$ cat config.mk
export PLATFORM = sky130hd
export DESIGN_NAME = ssd_capture_flat
export DESIGN_NICKNAME = d
export VERILOG_FILES = /design/src/rtl/ssd_pkg.sv /design/src/rtl/ssd_capture_if.sv /design/src/rtl/ssd_bcd2bin.sv /design/src/rtl/ssd_capture.sv /design/src/flat_wrapper.sv
export SDC_FILE = /design/constraint.sdc
export NUM_CORES = 1
export LEC_CHECK = 0
export CAP_MARGIN = 20
export CORE_AREA = 2 2 132 134
export DETAILED_ROUTE_END_ITERATION = 16
export DIE_AREA = 0 0 134 136
export SLEW_MARGIN = 20
export SYNTH_ARGS = -nofsm -noshare
export SYNTH_HDL_FRONTEND = slang
export SYNTH_SLANG_ARGS = --single-unit
$ cat constraint.sdc
create_clock -name clk -period 6.06 [get_ports clk]
set_input_delay 1.818 -clock clk [delete_from_list [all_inputs] [get_ports clk]]
set_output_delay 1.818 -clock clk [all_outputs]
set_load 0.1 [all_outputs]
$ cat src/rtl/ssd_pkg.sv
// ssd_pkg
// Shared definitions for the seven-segment bus capture block: the
// active-low one-hot select codes, the capture state machine encoding,
// the largest score that fits the 10-bit output, and a select-code decoder.
// No ports (package).
package ssd_pkg;

  localparam logic [3:0] SSD_SEL0  = 4'b1110;
  localparam logic [3:0] SSD_SEL1  = 4'b1101;
  localparam logic [3:0] SSD_SEL2  = 4'b1011;
  localparam logic [3:0] SSD_SEL3  = 4'b0111;
  localparam logic [3:0] SSD_BLANK = 4'b1111;

  localparam int SSD_MAX_SCORE = 1023;

  typedef enum logic {
    COLLECT = 1'b0,
    CONVERT = 1'b1
  } ssd_cap_state_t;

  // Decoded view of a select code: a legal single digit, the blank code,
  // or (neither flag set) a malformed multi-hot / all-zero code.
  typedef struct packed {
    logic       legal;
    logic       blank;
    logic [1:0] sel;
  } ssd_sel_t;

  function automatic ssd_sel_t ssd_decode(input logic [3:0] ctl);
    ssd_sel_t d;
    d = '0;
    case (ctl)
      SSD_SEL0:  begin d.legal = 1'b1; d.sel = 2'd0; end
      SSD_SEL1:  begin d.legal = 1'b1; d.sel = 2'd1; end
      SSD_SEL2:  begin d.legal = 1'b1; d.sel = 2'd2; end
      SSD_SEL3:  begin d.legal = 1'b1; d.sel = 2'd3; end
      SSD_BLANK: d.blank = 1'b1;
      default:   d = '0;
    endcase
    return d;
  endfunction

endpackage

$ cat src/rtl/ssd_capture_if.sv
// ssd_capture_if
// Bundles the multiplexed display bus and the decoded results.
//   ssd_ctl     : active-low one-hot digit select (1111 = blank)
//   digit       : BCD value of the selected digit
//   score       : last good decoded score
//   score_valid : one-cycle pulse when score updates
//   frame_err   : one-cycle pulse on a rejected frame / illegal select
//   digits      : last good frame {d3,d2,d1,d0}
// master drives the display bus, slave is the capture block.
interface ssd_capture_if;
  logic [3:0]  ssd_ctl;
  logic [3:0]  digit;
  logic [9:0]  score;
  logic        score_valid;
  logic        frame_err;
  logic [15:0] digits;

  modport master (
    output ssd_ctl, digit,
    input  score, score_valid, frame_err, digits
  );

  modport slave (
    input  ssd_ctl, digit,
    output score, score_valid, frame_err, digits
  );
endinterface

$ cat src/rtl/ssd_bcd2bin.sv
// ssd_bcd2bin
// Four-step sequential multiply-accumulate turning a BCD frame into binary.
//   clk, rst  : clock, synchronous active-high reset
//   start     : one-cycle pulse; the first step (digit3) runs in this cycle
//   frame     : {d3,d2,d1,d0}, must stay stable for the four steps
//   done      : high during the fourth step; result/range_err valid then
//   result    : low 10 bits of the accumulated value
//   range_err : a digit was above 9 or the value exceeds SSD_MAX_SCORE
module ssd_bcd2bin
  import ssd_pkg::*;
(
  input  logic            clk,
  input  logic            rst,
  input  logic            start,
  input  logic [3:0][3:0] frame,
  output logic            done,
  output logic [9:0]      result,
  output logic            range_err
);

  logic [13:0] acc;
  logic [1:0]  step;
  logic        busy;
  logic        bad;

  logic        active;
  logic [1:0]  step_eff;
  logic [3:0]  cur;
  logic [13:0] acc_base;
  logic [13:0] acc_next;
  logic        bad_next;

  // The step in progress is computed combinationally so the caller sees
  // done and the final value in the fourth cycle and can register them
  // directly. Non-BCD digits can wrap the 14-bit accumulator, but they are
  // flagged through bad_next so the wrapped value is never used.
  always_comb begin
    active    = start | busy;
    step_eff  = start ? 2'd0 : step;
    cur       = frame[2'd3 - step_eff];
    acc_base  = start ? 14'd0 : acc;
    acc_next  = (acc_base * 14'd10) + {10'd0, cur};
    bad_next  = (start ? 1'b0 : bad) | (cur > 4'd9);
    done      = active && (step_eff == 2'd3);
    result    = acc_next[9:0];
    range_err = bad_next || (acc_next > 14'(SSD_MAX_SCORE));
  end

  // Accumulator and step counter advance only while a conversion runs.
  always_ff @(posedge clk) begin
    if (rst) begin
      acc  <= '0;
      step <= '0;
      busy <= 1'b0;
      bad  <= 1'b0;
    end else if (active) begin
      acc  <= acc_next;
      bad  <= bad_next;
      step <= step_eff + 2'd1;
      busy <= (step_eff != 2'd3);
    end
  end

endmodule

$ cat src/rtl/ssd_capture.sv
// ssd_capture
// Watches a multiplexed four-digit seven-segment scan bus, rebuilds the
// displayed BCD digits, converts each complete frame to a 10-bit score and
// flags malformed frames.
//   SETTLE : cycles a select code must be held before its digit is sampled
//   clk    : system clock (rising edge)
//   rst    : synchronous active-high reset
//   bus    : ssd_capture_if.slave (ssd_ctl/digit in; score, score_valid,
//            frame_err, digits out)
// Optional feature: define SSD_CAPTURE_ORDER_CHECK_EN to require captures
// in scan order 0,1,2,3; otherwise any order completes a frame.
module ssd_capture
  import ssd_pkg::*;
#(
  parameter int SETTLE = 16
) (
  input logic           clk,
  input logic           rst,
  ssd_capture_if.slave  bus
);

  localparam int CW = $clog2(SETTLE + 1);
  localparam logic [CW-1:0] DWELL_SAT = CW'(SETTLE);
  localparam logic [CW-1:0] DWELL_HIT = CW'(SETTLE - 1);

  ssd_cap_state_t  state;
  logic [3:0]      prev_ctl;
  logic [CW-1:0]   dwell_q;
  logic [CW-1:0]   dwell_eff;
  logic            dwell_hit;
  ssd_sel_t        dec;
  logic            cap;
  logic            bad_code;
  logic            accept;
  logic            order_err;
  logic            bus_err;
  logic [3:0][3:0] slots;
  logic [3:0][3:0] slot_next;
  logic [3:0][3:0] frame_q;
  logic [3:0]      seen;
  logic [3:0]      seen_next;
  logic            frame_done;
  logic            conv_start;
  logic            conv_done;
  logic            conv_range_err;
  logic [9:0]      conv_result;
  logic [9:0]      score_q;
  logic [15:0]     digits_q;
  logic            score_valid_q;
  logic            frame_err_q;

  // dwell_eff counts how many consecutive cycles, including this one, the
  // current code has been present beyond the first. It saturates one past
  // the hit value so a long dwell fires exactly once.
  always_comb begin
    dec = ssd_decode(bus.ssd_ctl);
    if (bus.ssd_ctl != prev_ctl) begin
      dwell_eff = '0;
    end else if (dwell_q == DWELL_SAT) begin
      dwell_eff = dwell_q;
    end else begin
      dwell_eff = dwell_q + CW'(1);
    end
    dwell_hit = (bus.ssd_ctl == prev_ctl) && (dwell_eff == DWELL_HIT);
    cap       = dwell_hit & dec.legal;
    bad_code  = dwell_hit & ~dec.legal & ~dec.blank;
  end

`ifdef SSD_CAPTURE_ORDER_CHECK_EN
  logic       synced;
  logic [1:0] exp_sel;

  // Until a digit0 is seen, captures are dropped silently; after that any
  // out-of-sequence capture is an error, and a digit0 arriving out of
  // sequence immediately starts the next frame.
  always_comb begin
    accept    = 1'b0;
    order_err = 1'b0;
    if (cap) begin
      if (!synced) begin
        accept = (dec.sel == 2'd0);
      end else if (dec.sel == exp_sel) begin
        accept = 1'b1;
      end else begin
        order_err = 1'b1;
        accept    = (dec.sel == 2'd0);
      end
    end
  end

  // Scan-order tracker; an illegal select code also loses synchronisation.
  always_ff @(posedge clk) begin
    if (rst) begin
      synced  <= 1'b0;
      exp_sel <= 2'd0;
    end else if (accept) begin
      synced  <= 1'b1;
      exp_sel <= dec.sel + 2'd1;
    end else if (order_err || bad_code) begin
      synced  <= 1'b0;
    end
  end
`else
  // Without the order check every legal capture is taken.
  always_comb begin
    accept    = cap;
    order_err = 1'b0;
  end
`endif

  // Next slot contents and seen bits. An error throws away the partial
  // frame before the (possible) new digit is recorded.
  always_comb begin
    bus_err   = bad_code | order_err;
    slot_next = slots;
    seen_next = bus_err ? 4'b0000 : seen;
    if (accept) begin
      slot_next[dec.sel] = bus.digit;
      seen_next[dec.sel] = 1'b1;
    end
    frame_done = (state == COLLECT) && (seen_next == 4'hF);
  end

  // Main state machine. The frame is copied into frame_q on entry to
  // CONVERT so the slots keep collecting the next frame meanwhile. If a
  // bus error lands in the very cycle a conversion finishes, the
  // conversion outcome is reported and the bus error only discards the
  // partial frame, keeping score_valid and frame_err mutually exclusive.
  always_ff @(posedge clk) begin
    if (rst) begin
      state         <= COLLECT;
      prev_ctl      <= SSD_BLANK;
      dwell_q       <= '0;
      slots         <= '0;
      seen          <= '0;
      frame_q       <= '0;
      conv_start    <= 1'b0;
      score_q       <= '0;
      digits_q      <= '0;
      score_valid_q <= 1'b0;
      frame_err_q   <= 1'b0;
    end else begin
      prev_ctl      <= bus.ssd_ctl;
      dwell_q       <= dwell_eff;
      slots         <= slot_next;
      conv_start    <= 1'b0;
      score_valid_q <= 1'b0;
      frame_err_q   <= bus_err;
      seen          <= seen_next;
      case (state)
        COLLECT: begin
          if (frame_done) begin
            state      <= CONVERT;
            frame_q    <= slot_next;
            seen       <= 4'b0000;
            conv_start <= 1'b1;
          end
        end
        CONVERT: begin
          if (conv_done) begin
            state <= COLLECT;
            if (conv_range_err) begin
              frame_err_q <= 1'b1;
            end else begin
              frame_err_q   <= 1'b0;
              score_q       <= conv_result;
              digits_q      <= frame_q;
              score_valid_q <= 1'b1;
            end
          end
        end
        default: state <= COLLECT;
      endcase
    end
  end

  ssd_bcd2bin u_bcd2bin (
    .clk       (clk),
    .rst       (rst),
    .start     (conv_start),
    .frame     (frame_q),
    .done      (conv_done),
    .result    (conv_result),
    .range_err (conv_range_err)
  );

  assign bus.score       = score_q;
  assign bus.digits      = digits_q;
  assign bus.score_valid = score_valid_q;
  assign bus.frame_err   = frame_err_q;

endmodule

$ cat src/flat_wrapper.sv
// flat-port wrapper written by rule: the top's interface ports become plain ports
module ssd_capture_flat import ssd_pkg::*;
#(
  parameter int SETTLE = 16
)
  (clk, rst, bus_ssd_ctl, bus_digit, bus_score, bus_score_valid, bus_frame_err, bus_digits);
  ssd_capture_if bus_i ();
  input logic clk;
  input logic rst;
  input wire logic [$bits(bus_i.ssd_ctl)-1:0] bus_ssd_ctl;
  input wire logic [$bits(bus_i.digit)-1:0] bus_digit;
  output wire logic [$bits(bus_i.score)-1:0] bus_score;
  output wire logic [$bits(bus_i.score_valid)-1:0] bus_score_valid;
  output wire logic [$bits(bus_i.frame_err)-1:0] bus_frame_err;
  output wire logic [$bits(bus_i.digits)-1:0] bus_digits;
  assign bus_i.ssd_ctl = bus_ssd_ctl;
  assign bus_i.digit = bus_digit;
  assign bus_score = bus_i.score;
  assign bus_score_valid = bus_i.score_valid;
  assign bus_frame_err = bus_i.frame_err;
  assign bus_digits = bus_i.digits;
  ssd_capture #(.SETTLE(SETTLE)) u_core (.clk(clk), .rst(rst), .bus(bus_i));
endmodule
==> flow_metrics.tcl <==
set metrics [dict create \
    n_antenna_cell 0 \
    antenna_found_initial 0 \
    p_per_area_nw_per_um2 210 \
    holdWs_ns 0.476 \
    clk_pin_slew_worst_paths_ns 0.06 \
    crit_fanout 20 \
    io_pins 38 \
    slew_violations 0 \
    fin_crit_ns 5.10 \
    synth-seq-area-share 0.374 \
    wl_per_cell_um 14.7 \
    grt_usage 0.133 \
    crit_chain "clkinv_1, and3_1, ha_1, inv_1, fa_1, nand2b_1, nor3b_1, nand3_1, o311ai_0, o31a_1, buf_4, o21ai_0, a21oi_1" \
    final-hold-violation-count 0 \
    htreeDepth 3 \
    hold_buffers 0 \
    leakagePower_nw 2.07 \
    grt_pass1_vias 3780 \
    syn_area_per_cell_um2 9.18 \
    end_kind "register" \
    fin_crit_sh 0.842 \
    vias_per_cell 4.87 \
    cts_sinks 92 \
    drc 0 \
    syn_nets 569 \
    clock.fmax_ghz 0.196 \
    ir_drop_v 0.000118 \
    cts_made_buffers 9 \
    post_cts_resized 0 \
    dp_hpwl_um 8300 \
    grt_max_degree 60 \
    core.rowCount 48 \
    cts_tree "done" \
    gr-total-overflow 0 \
    core_um2 16900 \
    insertion_delay_ns 0.35 \
    fin_tns_setup_ns 0 \
    tightest_slew_ns 1.07 \
    synth-edff-count 0 \
    initial_core_util 0.292 \
    dieArea_um2 18200 \
    slew_headroom 0.289 \
    crit_buf_inv 3 \
    synth_top_area_frac 0.374 \
    required_ns 6.32 \
    cts_setup_buffers 0 \
    path_delay_family "compound AO/OA/AOI/OAI gates" \
    n_fill_cell 1709 \
    synthCells 537 \
    drt_iter0_drc 192 \
    startpoint_type "register" \
    status "finished, final reports clean" \
    portBuffers 37 \
    setup_viol 0 \
    critPathKind "reg2reg" \
    layout-drive-gt1-share 0.109 \
    ant_nets 0 \
    dr_total_vias 3829 \
    slowest_delay_ns 0.83 \
    rsz0062_at_grt "false" \
    fin_worst_skew_ns 0.00877 \
    area_growth_pct 16.6 \
    die_h_um 136 \
    die_x_um 134 \
    synth_cell_types 70 \
    synthTopCellsByArea "dfxtp_1, ha_1, nor2b_1, mux2i_1, a21oi_1" \
    hold_path_class "reg2reg" \
    clockRootBuffer "clkbuf_16" \
    synth_area_um2 4930 \
    synthArstFlopShare 0 \
    max-cap-violations 0 \
    synth_warnings 0 \
    wl_um 11600 \
    first_pass_iters 4 \
    slowest_stage "dfxtp_1" \
    worstPathArrival_ns 5.36 \
    power.total_mw 1.21 \
    synthFlopType "dfxtp_1" \
    grt_pass1_wl_um 19400 \
    gp_congestion 0.878 \
    ctsLongestPathBuffers 2 \
    synth-seq-cells 92 \
    final_nets 590 \
    yosys.area.top_type "dfxtp_1" \
]
state kept, by name, summed over array words and instances, names as in the netlist:
name	cells
u_core.u_bcd2bin.bad	1
u_core.prev_ctl	4
u_core.bus.score_valid	1
u_core.conv_start	1
u_core.state	1
u_core.bus.frame_err	1
u_core.u_bcd2bin.acc	13
u_core.u_bcd2bin.busy	1
u_core.frame_q	16
u_core.u_bcd2bin.step	2
u_core.seen	4
u_core.bus.digits	16
u_core.bus.score	10
u_core.dwell_q	5
u_core.slots	16
layer usage:
layer,vias to the layer above,global-route usage,part of all wire
met4,0,0.0514,0.014
met1,1809,0.175,0.50
met3,14,0.0231,0.027
li1,1942,-,-
met2,64,0.218,0.46
met5,-,0,0
final cells by class:
cell class                 instances  area [um2]  share of cell area
clock buffer                       9         225              0.0392
inverter                          12        45.0             0.00784
sequential                        92        1840               0.321
multi-input combinational        401        2880               0.501
timing repair buffer              42         403              0.0701
clock inverter                     6        72.6              0.0126
tap                              225         282              0.0490
report_power, final:
part,internal (mW),switching (mW)
Sequential,0.606,0.000809
Combinational,0.0104,0.0167
Clock,0.322,0.250
tightest hold or removal path: stages, from the launching register on:
cell and delay (ns):
dfxtp_1 0.32, nand2_1 0.05, a211oi_1 0.06
kinds of logic (layout without fill, tap and decap cells):
| group | Yosys count | in the layout | share of synthesized area |
|---|---|---|---|
| muxes | 41 | 41 | 0.103 |
| and+or+nand+nor | 184 | 184 | 0.203 |
| DFF | 92 | 92 | 0.374 |
| xor gates and xnor gates | 31 | 31 | 0.0551 |
| AOI/OAI and AO/OA | 122 | 122 | 0.161 |
| buffers and inverters | 44 | 69 | 0.0444 |
| adders and majority gates | 23 | 23 | 0.0594 |
layout by cell type, fill, tap and decap left out, types with 5 or more instances in the layout:
cell type / netlist / final
ha_1: 21 / 21
nand3_1: 30 / 30
xnor2_1: 22 / 22
clkbuf_16: 0 / 9
mux2_4: 14 / 14
a211oi_1: 14 / 14
nor2_1: 52 / 52
dfxtp_1: 92 / 92
inv_1: 11 / 11
or2_2: 8 / 8
clkdlybuf4s50_1: 0 / 36
mux2i_1: 23 / 23
buf_4: 1 / 5
o21ai_1: 6 / 6
nand2_1: 21 / 21
nor2b_1: 38 / 38
o21ai_0: 26 / 26
xor2_1: 9 / 9
a21oi_1: 45 / 45
cells in the mapped netlist, types with 6 or more instances:
cell and count:
dfxtp_1 92, nor2_1 52, a21oi_1 45, nor2b_1 38
nand3_1 30, o21ai_0 26, mux2i_1 23, xnor2_1 22
ha_1 21, nand2_1 21, clkbuf_1 18, a211oi_1 14
mux2_4 14, inv_1 11, xor2_1 9, or2_2 8
buf_2 7, o21ai_1 6
worst paths after layout:
path | cells after the start | start | slack, ns | endpoint
max reg2reg | 13 | u_core.conv_start | 0.96 | u_core.bus.digits[12]
min reg2reg | 2 | u_core.seen[1] | 0.48 | u_core.seen[1]
min | 2 | u_core.seen[1] | 0.48 | u_core.seen[1]
max | 13 | u_core.conv_start | 0.96 | u_core.bus.digits[12]
metrics by stage:
step,instance area [um2],setup WS (ns),util,cells
2_1_floorplan,4930,1.97,-,537
3_3_place_gp,5450,1.25,0.323,772
3_5_place_dp,5450,0.975,0.323,772
4_1_cts,5750,0.957,0.340,787
5_1_grt,5750,0.472,0.340,787
6_report,5750,0.956,0.340,787
(Power assumes the default switching activity.)
